==> src/rtl/qar_demux_pkg.sv <==
// Shared types and default sizing for the press router family.
package qar_demux_pkg;

    typedef enum logic {
        IDLE = 1'b0,
        HOLD = 1'b1
    } state_t;

    localparam int DEF_NUM_CH  = 4;
    localparam int DEF_HOLDOFF = 16;
    localparam int DEF_CNT_W   = 8;

endpackage

==> src/rtl/demux_1ton_press_router_sync_2ff.sv <==
// One-bit two-stage synchroniser with a selectable reset level.
module sync_2ff #(
    parameter logic RST_VAL = 1'b0
) (
    input  logic clk,
    input  logic rst,
    input  logic d,
    output logic q
);

    logic sync_p0;
    logic sync_p1;

    always_ff @(posedge clk) begin
        if (rst) begin
            sync_p0 <= RST_VAL;
            sync_p1 <= RST_VAL;
        end else begin
            sync_p0 <= d;
            sync_p1 <= sync_p0;
        end
    end

    assign q = sync_p1;

endmodule

==> src/rtl/demux_1ton_press_router.sv <==
// Routes each synchronised button press to one of NUM_CH channels, with a
// hold-off window, per-channel press counters and an invalid-select flag.
module demux_1ton_press_router
    import qar_demux_pkg::*;
#(
    parameter int NUM_CH  = DEF_NUM_CH,
    parameter int HOLDOFF = DEF_HOLDOFF,
    parameter int CNT_W   = DEF_CNT_W,
    localparam int SEL_W  = $clog2(NUM_CH)
) (
    input  logic                    clk,
    input  logic                    rst,
    input  logic                    data_in,
    input  logic [SEL_W-1:0]        sel,
    input  logic                    en,
    input  logic                    clr_cnt,
    output logic [NUM_CH-1:0]       out_pulse,
    output logic [SEL_W-1:0]        active_ch,
    output logic                    busy,
    output logic                    bad_sel,
    output logic [NUM_CH*CNT_W-1:0] cnt_flat
);

    localparam int                TMR_W    = (HOLDOFF > 1) ? $clog2(HOLDOFF) : 1;
    localparam logic [TMR_W-1:0]  TMR_LOAD = TMR_W'(HOLDOFF - 1);
    localparam logic [SEL_W:0]    NUM_CH_V = (SEL_W + 1)'(NUM_CH);

    logic             data_sync_p1;
    logic             prev_p2;
    logic [SEL_W-1:0] sel_sync_p1;
    logic             rise;
    logic             sel_ok;

    state_t           state;
    state_t           state_d;
    logic [TMR_W-1:0] timer;
    logic [TMR_W-1:0] timer_d;
    logic             accept;
    logic             reject;
    logic [NUM_CH-1:0] pulse_d;

    logic [CNT_W-1:0] cnt_q [NUM_CH];

    // Stage p0/p1: synchronisers; data resets high so a held press never fires.
    sync_2ff #(.RST_VAL(1'b1)) u_sync_data (
        .clk (clk),
        .rst (rst),
        .d   (data_in),
        .q   (data_sync_p1)
    );

    for (genvar g = 0; g < SEL_W; g++) begin : gen_sel_sync
        sync_2ff #(.RST_VAL(1'b0)) u_sync_sel (
            .clk (clk),
            .rst (rst),
            .d   (sel[g]),
            .q   (sel_sync_p1[g])
        );
    end

    // Stage p2: previous level for rising-edge detection.
    always_ff @(posedge clk) begin
        if (rst) prev_p2 <= 1'b1;
        else     prev_p2 <= data_sync_p1;
    end

    assign rise   = data_sync_p1 & ~prev_p2;
    assign sel_ok = {1'b0, sel_sync_p1} < NUM_CH_V;

    always_ff @(posedge clk) begin
        if (rst) begin
            state <= IDLE;
            timer <= '0;
        end else begin
            state <= state_d;
            timer <= timer_d;
        end
    end

    always_comb begin
        state_d = state;
        timer_d = timer;
        accept  = 1'b0;
        reject  = 1'b0;
        pulse_d = '0;
        case (state)
            IDLE: begin
                if (rise && en) begin
                    if (sel_ok) begin
                        accept  = 1'b1;
                        state_d = HOLD;
                        timer_d = TMR_LOAD;
                    end else begin
                        reject = 1'b1;
                    end
                end
            end
            HOLD: begin
                if (timer == '0) state_d = IDLE;
                else             timer_d = timer - 1'b1;
            end
            default: state_d = IDLE;
        endcase
        for (int i = 0; i < NUM_CH; i++) begin
            pulse_d[i] = accept && (sel_sync_p1 == SEL_W'(i));
        end
    end

    // Registered outputs; a set of bad_sel overrides a coincident clear.
    always_ff @(posedge clk) begin
        if (rst) begin
            out_pulse <= '0;
            active_ch <= '0;
            bad_sel   <= 1'b0;
        end else begin
            out_pulse <= pulse_d;
            if (accept)  active_ch <= sel_sync_p1;
            if (clr_cnt) bad_sel   <= 1'b0;
            if (reject)  bad_sel   <= 1'b1;
        end
    end

    // Clear takes effect before a coincident increment, so that counter lands on 1.
    always_ff @(posedge clk) begin
        if (rst) begin
            for (int i = 0; i < NUM_CH; i++) cnt_q[i] <= '0;
        end else begin
            for (int i = 0; i < NUM_CH; i++) begin
                if (pulse_d[i])   cnt_q[i] <= clr_cnt ? CNT_W'(1) : cnt_q[i] + CNT_W'(1);
                else if (clr_cnt) cnt_q[i] <= '0;
            end
        end
    end

    assign busy = (state == HOLD);

    for (genvar g = 0; g < NUM_CH; g++) begin : gen_cnt_flat
        assign cnt_flat[g*CNT_W +: CNT_W] = cnt_q[g];
    end

endmodule

==> config.mk <==
export PLATFORM = sky130hd
export DESIGN_NAME = demux_1ton_press_router
export DESIGN_NICKNAME = d
export VERILOG_FILES = /design/src/rtl/qar_demux_pkg.sv /design/src/rtl/demux_1ton_press_router_sync_2ff.sv /design/src/rtl/demux_1ton_press_router.sv
export SDC_FILE = /design/constraint.sdc
export NUM_CORES = 1
export LEC_CHECK = 0
export BUFFER_PORTS_ARGS = -buffer_cell sky130_fd_sc_hd__buf_2
export CORE_MARGIN = 2
export CORE_UTILIZATION = 25
export DETAILED_ROUTE_END_ITERATION = 10
export HOLD_SLACK_MARGIN = 0.08
export PLACE_DENSITY = 0.53
export SYNTH_ARGS = -nofsm -noshare
export SYNTH_HDL_FRONTEND = slang
export SYNTH_SLANG_ARGS = --single-unit
==> constraint.sdc <==
create_clock -name clk -period 3.6 [get_ports clk]
set_clock_uncertainty 0.1 [all_clocks]
set_input_delay 0.18 -clock clk [delete_from_list [all_inputs] [get_ports clk]]
set_output_delay 0.18 -clock clk [all_outputs]
set_load 0.02 [all_outputs]
==> results.txt <==
* Outcome: finished, final reports clean
* Category of the critical setup timing path: flip-flop to flip-flop
- The number of global-route vias before repair is between 1,500 and 2,000.
* 1st-pass router iterations: 4
* Number of flops mapped to enable cells by yosys: 32
* Warning count from the yosys run: 0
- Power spent charging and discharging nets: ~0.00026 W
- Post-layout net count: 274
- Cell area after synthesis: between 0.002 and 0.0025 mm²
- Grt ovf: 0
- The count of final max-slew check failures came to 0.
- In the finished design, the share of the clock period the worst path needs comes to 0.559.
- IR analysis of the VDD net gives a maximum drop of 0.144 mV.
- I/O Buffers: 45
- P_int: about 0.0008 W
- Required time of the critical path: 3.47 ns
* Area of the core region: just over 0.009 mm²
- Final core utilization: 0.309
- Drt initial violations: 81
* Area of the die: roughly 0.010 mm²
* TritonCTS clock tree: done
- Count of standard-cell rows: 35
- Power share of the clock group: 0.295
- Number of CTS-inserted buffers: 5
- Final worst-path setup slack: roughly 1.6 ns
- Power density relative to cell area: 368 mW/mm²
- Reported max-cap violation count: 0
- Finished Layout Cells: 390
- In the synthesized netlist the dominant register cell turns out to be edfxtp_1.
* Maximum number of pins on one net before global-route repair: 23
* Max H-tree Level: 2
* Clk Latency, worst-skew pair: approximately 0.29 ns
- After clock tree synthesis, the clock-pin slew on the worst setup and hold paths is approximately 0.09 ns.
- Number of placed cells counting well taps: 380
- DRC violations left: 0
- Setup violations remaining at the end of the flow were counted as 0.
- Worst-path maximum fanout: 9
- Fillers: around 960
* Rel. slew slack: 0.613
- Dividing the detail-routed wire length by the instance count gives around 12 µm.
* Most common library cell in the layout ignoring fill and taps: buf_2
* Endpoint type of the worst setup path: flip-flop
- Post-route setup TNS: 0 ns
- Routability congestion estimate: between 0.7 and 0.8
- For the pin with the worst max-slew slack, the measured transition is between 0.5 and 0.6 ns.
- The min-delay analysis places its worst path in the category input pin to flip-flop.
- Max frequency: 497 MHz
- Number of top-level pins: 47
- Seq cells post-synth: 50
- Min Clock Period, post-route: slightly above 2 ns
- After clock tree synthesis, the repair step resized 0 gates.
- Register area: roughly 0.0013 mm²
* Portion of the post-synthesis area used by sequential elements: 0.553
- Initial standard-cell utilization of the core: 0.258
* Gate Count Post-Synth: 210
- Detailed-placement wirelength estimate: approximately 3400 µm
* RSZ-0062 raised after global routing: no
* Most used cells in the layout excluding fill and tap cells: buf_2 (45), edfxtp_1 (32), nor2_1 (20), dfxtp_1 (18), a21oi_1 (17)
* Ratio of routed vias to standard cells: ~4.4
- Final routed wirelength across all metal layers: 4540 µm
* P&R area growth vs syn: 19.7%
- Data arrives at the worst endpoint at approximately 1.9 ns.
- Of the total power, the share spent switching nets is 0.245.
* Floorplan die width: roughly 100 µm
- STA classifies the critical path startpoint as a flip-flop.
* Height of the die: around 100 µm
* Per-instance average area after synthesis: ~11 µm²
- The share of total power dissipated in sequential elements is 0.621.
- The initial antenna violation count is 0.
- Of the cells placed in the final design, the portion with a size suffix greater than 1 is 0.261.
- Share of flip-flops with an asynchronous set or reset: 0
- For this design the static power due to leakage is 1.12 nW.
* Number of clock sinks: 50
- The multi-input combinational cells in the finished layout cover a total of 983 µm².
- # diodes: 0
- Master cell of the clock root buffer: clkbuf_8
* First-pass GRT wire length: 7370 µm
- In this run the remaining antenna-violating nets after routing total 0.
- Final Hold Fails: 0
- The routed layout has about 1,700 vias.
* Global-route usage over all layers: 0.0895
* Maximum clock insertion buffer count: 2
* Post-Synthesis Net Count: around 220
* Combinational share of power: 0.084
* Pre-CTS worst setup slack: approximately 1.6 ns
- Count of cell types in the netlist: 41
flip-flops by register name, summed over array words and instances, names as in the netlist:
name,flops
active_ch,2
busy,1
cnt_q,32
gen_sel_sync.u_sync_sel.q,2
gen_sel_sync.u_sync_sel.sync_p0,2
out_pulse,4
prev_p2,1
timer,4
u_sync_data.q,1
u_sync_data.sync_p0,1
layer usage:
layer  wire length [µm]  global-route usage  vias to the layer above
li1                   -                   -                      866
met1               2240               0.121                      795
met2               2010               0.141                       38
met3                258              0.0235                        4
met4                 33              0.0249                        0
met5                  0                   0                        -
final cells by class:
type / count / area share
Tap cell: 129 / 0.0565
Clock buffer: 6 / 0.0254
Sequential cell: 50 / 0.462
Timing Repair Buffer: 50 / 0.0946
Clock inverter: 1 / 0.00263
Multi-Input combinational cell: 143 / 0.344
Inverter: 11 / 0.0144
worst max-delay path, stage by stage (launching register included):
cell and delay (ns):
dfxtp_1 0.39, and4bb_1 0.66, nand3_1 0.22, nand2_1 0.32
path summary, 6_finish.rpt:
check                                                    start                        end  slack, ns  depth (start not counted)
worst min-delay path                                        en    out_pulse[0]$_SDFF_PP0_       0.15                          3
worst max-delay path                           busy$_SDFF_PP0_  cnt_q[3][2]$_SDFFCE_PP0P_       1.59                          3
worst min register to register  u_sync_data.sync_p0$_SDFF_PP1_   u_sync_data.q$_SDFF_PP1_       0.31                          1
worst max register to register                 busy$_SDFF_PP0_  cnt_q[3][2]$_SDFFCE_PP0P_       1.59                          3
Yosys cell counts, types with 6 or more instances:
library cell | number | area share
edfxtp_1 | 32 | 0.40
nor2_1 | 20 | 0.031
dfxtp_1 | 18 | 0.15
a21oi_1 | 17 | 0.036
nand3_1 | 14 | 0.029
nand2_1 | 13 | 0.020
o21ai_0 | 13 | 0.027
or3_1 | 12 | 0.031
inv_1 | 11 | 0.017
xor2_1 | 8 | 0.029
ha_1 | 6 | 0.031
cell families after synthesis:
logic type               Yosys count  synth area share
AND/OR/NAND/NOR                   83             0.225
flip-flops                        50             0.553
AO/OA/AOI/OAI                     40             0.106
buffers and inverters             17            0.0346
XOR/XNOR                          12            0.0440
adder cells (fa/ha/maj)            6            0.0314
other                              1           0.00157
multiplexers                       1           0.00419
stage by stage:
stage               instance area (µm²)  power, W  hold WS, ns
global route                       2860   0.00109        0.159
detailed placement                 2750  0.000753        0.264
floorplan                          2390  0.000720        0.158
CTS                                2860   0.00106        0.145
finish                             2860   0.00105        0.153
global placement                   2750  0.000751        0.264
repair_timing:
action	in CTS	in global routing
hold buffers	3	0
hold endpoints to repair	3	0
buffers inserted	0	0
power groups by stage:
stage,Clock (W),Sequential (W),Combinational (W)
2_1_floorplan,0,0.000679,0.0000414
3_3_place_gp,0,0.000665,0.0000861
3_5_place_dp,0,0.000666,0.0000867
4_1_cts,0.000321,0.000653,0.0000895
5_1_grt,0.000340,0.000657,0.0000965
6_report,0.000310,0.000652,0.0000880
Power figures use the tool's default switching activity.
